File: config.mk
export PLATFORM = sky130hd
export DESIGN_NAME = pc_next_unit
export DESIGN_NICKNAME = d
export VERILOG_FILES = /design/src/rtl/pc_next_unit.sv
export SDC_FILE = /design/constraint.sdc
export NUM_CORES = 1
export LEC_CHECK = 0
export ABC_AREA = 1
export CORE_ASPECT_RATIO = 0.9
export CORE_UTILIZATION = 40
export DETAILED_ROUTE_END_ITERATION = 8
export PLACE_DENSITY = 0.69
export SYNTH_ARGS = -nofsm -noshare
export SYNTH_HDL_FRONTEND = slang
export SYNTH_SLANG_ARGS = --single-unit
File: constraint.sdc
create_clock -name clk_i -period 2.8 [get_ports clk_i]
set_clock_uncertainty 0.05 [all_clocks]
set_input_delay 0.56 -clock clk_i [delete_from_list [all_inputs] [get_ports clk_i]]
set_output_delay 0.56 -clock clk_i [all_outputs]
set_load 0.02 [all_outputs]
File: src/rtl/pc_next_unit.sv
// pc_next_unit: next-PC generator for the RV32I pipeline.
// Owns the fetch PC register. It advances the PC by 4 for each fetch accepted through the pc_valid_o/pc_ready_i handshake.
// It also applies EX-stage redirects (taken BRANCH, JAL, JALR) and trap redirects, and raises a fault on misaligned targets.
//
// Optional feature macro: PC_NEXT_RAS_EN. When defined, a RAS_DEPTH-entry circular return-address stack provides prediction hints.
//
// Ports:
//   clk_i, rst_i            clock, synchronous active-high reset
//   opcode_i                EX opcode
//   jtype_i/btype_i/itype_i EX immediates
//   rs1_i                   EX rs1 data
//   rd_idx_i, rs1_idx_i     EX register indices (return-address link detection)
//   x_pc_i, x_valid_i       EX instruction PC and valid
//   x_br_i                  EX branch condition
//   trap_i, mtvec_i         trap request pulse and trap vector
//   pc_o, pc_valid_o        fetch PC and its valid
//   pc_ready_i              fetch accepts pc_o
//   redirect_o              combinational flush pulse
//   misalign_o, bad_addr_o  misaligned-target fault and its address
//   ras_pred_o, ras_hit_o   return-address stack top and non-empty hint
module pc_next_unit #(
    parameter int unsigned     XLEN      = 32,
    parameter logic [XLEN-1:0] RESET_VEC = '0,
    parameter int unsigned     RAS_DEPTH = 4
) (
    input  logic            clk_i,
    input  logic            rst_i,
    input  logic [6:0]      opcode_i,
    input  logic [XLEN-1:0] jtype_i,
    input  logic [XLEN-1:0] btype_i,
    input  logic [XLEN-1:0] itype_i,
    input  logic [XLEN-1:0] rs1_i,
    input  logic [4:0]      rd_idx_i,
    input  logic [4:0]      rs1_idx_i,
    input  logic [XLEN-1:0] x_pc_i,
    input  logic            x_valid_i,
    input  logic            x_br_i,
    input  logic            trap_i,
    input  logic [XLEN-1:0] mtvec_i,
    output logic [XLEN-1:0] pc_o,
    output logic            pc_valid_o,
    input  logic            pc_ready_i,
    output logic            redirect_o,
    output logic            misalign_o,
    output logic [XLEN-1:0] bad_addr_o,
    output logic [XLEN-1:0] ras_pred_o,
    output logic            ras_hit_o
);

    localparam logic [6:0] OP_BRANCH = 7'b1100011;
    localparam logic [6:0] OP_JAL    = 7'b1101111;
    localparam logic [6:0] OP_JALR   = 7'b1100111;

    typedef enum logic [1:0] {
        ST_BOOT  = 2'd0,
        ST_RUN   = 2'd1,
        ST_FAULT = 2'd2
    } state_e;

    state_e          state_q, state_d;
    logic [XLEN-1:0] pc_q, pc_d;
    logic [XLEN-1:0] bad_q, bad_d;

    logic            is_br, is_jal, is_jalr;
    logic            in_run, rq, redirect, tgt_misalign;
    logic [XLEN-1:0] tgt, jalr_sum;

    // Redirect request decode and target computation
    always_comb begin
        is_br    = (opcode_i == OP_BRANCH);
        is_jal   = (opcode_i == OP_JAL);
        is_jalr  = (opcode_i == OP_JALR);
        in_run   = (state_q == ST_RUN);
        rq       = x_valid_i & (is_jal | is_jalr | (is_br & x_br_i));
        jalr_sum = rs1_i + itype_i;
        tgt      = x_pc_i + btype_i;
        if (is_jal) begin
            tgt = x_pc_i + jtype_i;
        end else if (is_jalr) begin
            tgt = jalr_sum & {{(XLEN-1){1'b1}}, 1'b0};
        end
        tgt_misalign = |tgt[1:0];
        // A trap in the same cycle wins and drops the redirect
        redirect     = in_run & rq & ~trap_i;
    end

    // FSM state register
    always_ff @(posedge clk_i) begin
        if (rst_i) begin
            state_q <= ST_BOOT;
        end else begin
            state_q <= state_d;
        end
    end

    // FSM next-state logic
    always_comb begin
        state_d = state_q;
        case (state_q)
            ST_BOOT:  state_d = ST_RUN;
            ST_RUN:   if (redirect && tgt_misalign) state_d = ST_FAULT;
            ST_FAULT: state_d = ST_FAULT;
            default:  state_d = ST_BOOT;
        endcase
        if (trap_i) begin
            state_d = ST_RUN;
        end
    end

    // FSM outputs
    always_comb begin
        pc_valid_o = (state_q == ST_RUN);
        misalign_o = (state_q == ST_FAULT);
        redirect_o = redirect;
    end

    // PC and fault address: trap > redirect > advance > hold
    always_comb begin
        pc_d  = pc_q;
        bad_d = bad_q;
        if (trap_i) begin
            pc_d = mtvec_i & {{(XLEN-2){1'b1}}, 2'b00};
        end else if (redirect) begin
            if (tgt_misalign) begin
                bad_d = tgt;
            end else begin
                pc_d = tgt;
            end
        end else if (in_run && pc_ready_i) begin
            pc_d = pc_q + XLEN'(4);
        end
    end

    always_ff @(posedge clk_i) begin
        if (rst_i) begin
            pc_q  <= RESET_VEC;
            bad_q <= '0;
        end else begin
            pc_q  <= pc_d;
            bad_q <= bad_d;
        end
    end

    assign pc_o       = pc_q;
    assign bad_addr_o = bad_q;

`ifdef PC_NEXT_RAS_EN
    localparam int unsigned PTR_W = (RAS_DEPTH > 1) ? $clog2(RAS_DEPTH) : 1;
    localparam int unsigned CNT_W = PTR_W + 1;

    logic [XLEN-1:0]  ras_q [RAS_DEPTH];
    logic [PTR_W-1:0] top_q, top_d, top_a;
    logic [CNT_W-1:0] cnt_q, cnt_d, cnt_a;
    logic             rd_link, rs1_link, ras_upd, ras_push, ras_pop;

    // Stack control: an optional pop is applied first, followed by an optional push
    always_comb begin
        rd_link  = (rd_idx_i == 5'd1) | (rd_idx_i == 5'd5);
        rs1_link = (rs1_idx_i == 5'd1) | (rs1_idx_i == 5'd5);
        ras_upd  = redirect & (is_jal | is_jalr);
        ras_push = ras_upd & rd_link;
        ras_pop  = ras_upd & is_jalr & rs1_link & ~(rd_link & (rd_idx_i == rs1_idx_i));
        top_a    = top_q;
        cnt_a    = cnt_q;
        if (ras_pop && (cnt_q != '0)) begin
            top_a = top_q - PTR_W'(1);
            cnt_a = cnt_q - CNT_W'(1);
        end
        top_d = top_a;
        cnt_d = cnt_a;
        if (ras_push) begin
            top_d = top_a + PTR_W'(1);
            // A push onto a full stack overwrites the oldest entry
            cnt_d = (cnt_a == CNT_W'(RAS_DEPTH)) ? cnt_a : cnt_a + CNT_W'(1);
        end
    end

    always_ff @(posedge clk_i) begin
        if (rst_i) begin
            top_q <= '0;
            cnt_q <= '0;
            for (int unsigned i = 0; i < RAS_DEPTH; i++) begin
                ras_q[i] <= '0;
            end
        end else begin
            top_q <= top_d;
            cnt_q <= cnt_d;
            if (ras_push) begin
                ras_q[top_d] <= x_pc_i + XLEN'(4);
            end
        end
    end

    assign ras_pred_o = ras_q[top_q];
    assign ras_hit_o  = (cnt_q != '0);
`else
    // Link indices only feed the stack; keep them referenced
    logic unused_idx;
    assign unused_idx = ^{rd_idx_i, rs1_idx_i};
    assign ras_pred_o = '0;
    assign ras_hit_o  = 1'b0;
`endif

endmodule

==> results.toml <==
[timing]
final-setup-viol-count = 0
tns_ps = 0
slew_headroom_pct = 59.4
setup_repair_after_global_routing_missed_its_margin = "true"
drv_slew = 0
achievable-frequency_mhz = 369
worst_slew_pin_slew_ps = 607
post-route-min-period_ps = 2710
final-hold-violation-count = 0
timing.final.crit_share_pct = 96.7

[place]
place_congestion = 0.932
buffer_ports.inserted = 269
place.detailed.instances = 2915
dpl_cell_area_sq_um = 15600
hpwlAfterDp_mm = 38.3

[synthesis]
yosys_warnings = 0
postSynth.asyncResetShare_pct = 0
post_synthesis_cell_count = 2135
synth_largest_type_area_fraction_pct = 25.5
synth_top_family_by_area = "simple AND/OR/NAND/NOR gates"
count_of_unique_library_cells_instantiated_by_yosys = 44
post_synth_xor_area_fraction_pct = 3.74
synth_common_cells = "765 x sky130_fd_sc_hd__nand2_1, 351 x sky130_fd_sc_hd__inv_1, 210 x sky130_fd_sc_hd__nor2_1"
synth.most_common_cell = "sky130_fd_sc_hd__nand2_1"
synth.ff_latch_count = 66
mappedNetlistArea_sq_um = 11200
synth_edf_count = 0
yosysSeqAreaShare_pct = 11.7
yosys.area_share.adder_pct = 11.2
ys_top_cells_by_area = "sky130_fd_sc_hd__nand2_1 26%, sky130_fd_sc_hd__dfxtp_1 12%, sky130_fd_sc_hd__inv_1 12%"
synth.avg_cell_area_sq_um = 5.27
dominantRegCellSynth = "sky130_fd_sc_hd__dfxtp_1"
synth-simple-area-share_pct = 44.2
synth.area.mux_share_pct = 0.0890
synth_compound_gate_area_share_pct = 13.2
post-synth-top-area-cell = "sky130_fd_sc_hd__nand2_1"

[routing]
routed_wire_length_per_instance_um = 15.6
viasPerCell = 4.94
dr.pass1.iters = 6
via_count = 14513
drt_drc_violations_left = 0
wl_mm = 45.8
detail-route-antenna-nets = 0
first_iter_violations = 1108

[cts]
clock_tree.buffer_depth = 2
clock_sinks = 66
clkLatencyLatePin_ps = 330
cts_tree = "built"
path_clk_slew_ps = 60
cts_hold_buffers = 0
numCtsBuffers = 9
cts_root_buffer = "sky130_fd_sc_hd__clkbuf_16"
h-tree-depth = 3

[power_and_ir_drop]
p_comb_share_pct = 55.6
power.density_cell_area_nw_per_um2 = 308
vdd_drop_max_mv = 0.310
internal_power_mw = 3.07
swShare_pct = 40.1
p_clk_share_pct = 24.1
net-switching-power_mw = 2.05
p_leak_nw = 8.88
p_seq_share_pct = 20.4

[grt]
groute.usage.overall_pct = 31.1
first_global_vias = 13192
antenna_found_initial = 0
global_route.overflow_total = 0
grt_first_pass_wirelength_mm = 70.0
grt_max_degree = 36

[floorplan]
num_rows = 57
initial_core_util_pct = 41.2
core_sq_um = 27300
num_io_pins = 315
die_x_um = 179
die_h_um = 161
die_area_sq_um = 28800

[worst_setup_path]
crit_path_start_kind = "input port"
timing.critical_path.required_ps = 2970
end_kind = "flip-flop"
worstRegToRegCells = 9
reg2reg_from = "pc_o[2]"
regToRegSetupSlack_ps = 280
worst_endpoint_data_arrival_time_ps = 2880
rr_endpoint = "pc_o[26]"
setup.worst_path.class = "in -> reg"
worst-path-max-fanout = 5

[worst_hold_path]
hold_depth = 2
class_of_the_most_critical_hold_timing_path = "reg -> reg"

[final_layout]
final_cells = 2936
stdcell_area_sq_um = 16600
drive_above_1_share_pct = 12.1
area_growth_from_synthesis_to_final_layout_pct = 47.6
nNetsFinal = 2891
antennaDiodeCount = 0

[job]
maxCapViolCount = 0

[status]
status = "finished clean"
-- cell type report --
type	instances	area, sq um
Sequential cell	66	1320
Clock inverter	5	77.6
Timing Repair Buffer	472	4430
Fill cell	2755	10700
Tap cell	354	443
Multi-Input combinational cell	1674	8760
Inverter	354	1330
Clock buffer	11	243
-- state kept, by name (all words and copies together) (netlist names), named ones only --
register and count:
state_q 2, bad_addr_o 32, pc_o 30
-- layout by cell type (no fill, tap or decap), types with 36 or more instances in the layout --
master,n
sky130_fd_sc_hd__buf_4,191
sky130_fd_sc_hd__dfxtp_1,66
sky130_fd_sc_hd__clkdlybuf4s50_1,254
sky130_fd_sc_hd__inv_1,350
sky130_fd_sc_hd__nand2_1,746
sky130_fd_sc_hd__xor2_1,36
sky130_fd_sc_hd__ha_1,72
sky130_fd_sc_hd__nor2_1,202
sky130_fd_sc_hd__a21oi_1,117
sky130_fd_sc_hd__nand3_1,144
sky130_fd_sc_hd__o21ai_0,96
-- how the worst max path moves through the flow --
stage | from | end | slack [ps] | cells past startpoint
finish | btype_i[0] | pc_o[24] | 90 | 14
global route | jtype_i[0] | pc_o[24] | -30 | 16
CTS | opcode_i[3] | redirect_o | 2 | 8
detailed placement | x_pc_i[0] | pc_o[28] | -370 | 13
global placement | x_pc_i[0] | pc_o[28] | -360 | 13
floorplan | btype_i[0] | bad_addr_o[23] | 440 | 11
-- stage by stage --
step	worst slack (ps)	power [mW]	util [%]	hold WS, ps
finish	93.0	5.12	60.8	375
global route	-33.6	5.49	60.8	393
CTS	2.00	4.99	58.9	377
detailed placement	-373	3.71	57.2	368
global placement	-356	3.68	57.2	366
floorplan	444	2.52	-	446
-- repair_timing --
item	CTS	global route
gates resized for setup	8	111
cloned	3	0
hold endpoints to repair	0	0
endpoints found under the setup margin	10	62
pin swaps	2	7
setup buffers	2	0
-- power by group through the flow --
stage	logic [mW]	clock network, mW	registers [mW]
final	2.85	1.23	1.04
after global routing	3.14	1.29	1.05
after CTS	2.71	1.24	1.04
after detailed placement	2.65	0	1.06
after global placement	2.62	0	1.06
after floorplan	1.43	0	1.09
-- routing by layer --
layer	track usage [%]	share of wire, %	vias up
met2	47.0	41	545
met3	4.61	8.2	30
met1	46.8	49	6393
met4	4.28	1.2	2
li1	-	-	7543
met5	2.26	0.15	-
-- worst max-delay path, stage by stage --
cell and delay, ps:
sky130_fd_sc_hd__clkdlybuf4s50_1 470, sky130_fd_sc_hd__ha_2 190, sky130_fd_sc_hd__fa_2 420, sky130_fd_sc_hd__nand2_1 90, sky130_fd_sc_hd__nand3_2 70, sky130_fd_sc_hd__o21ai_2 70, sky130_fd_sc_hd__buf_4 130, sky130_fd_sc_hd__nand2_2 80
sky130_fd_sc_hd__a21oi_4 160, sky130_fd_sc_hd__buf_12 150, sky130_fd_sc_hd__bufbuf_16 250, sky130_fd_sc_hd__nand2_1 60, sky130_fd_sc_hd__a21oi_2 100, sky130_fd_sc_hd__a21oi_1 80
-- cell families (layout without fill, tap and decap cells) --
group                    after synthesis  count (layout)
XOR/XNOR                              48              48
adder cells (fa/ha/maj)               99              99
AO/OA/AOI/OAI                        275             275
flip-flops                            66              66
other                                  1              33
buffers and inverters                427             842
AND/OR/NAND/NOR                     1218            1218
multiplexers                           1               1
(Power assumes the default switching activity.)
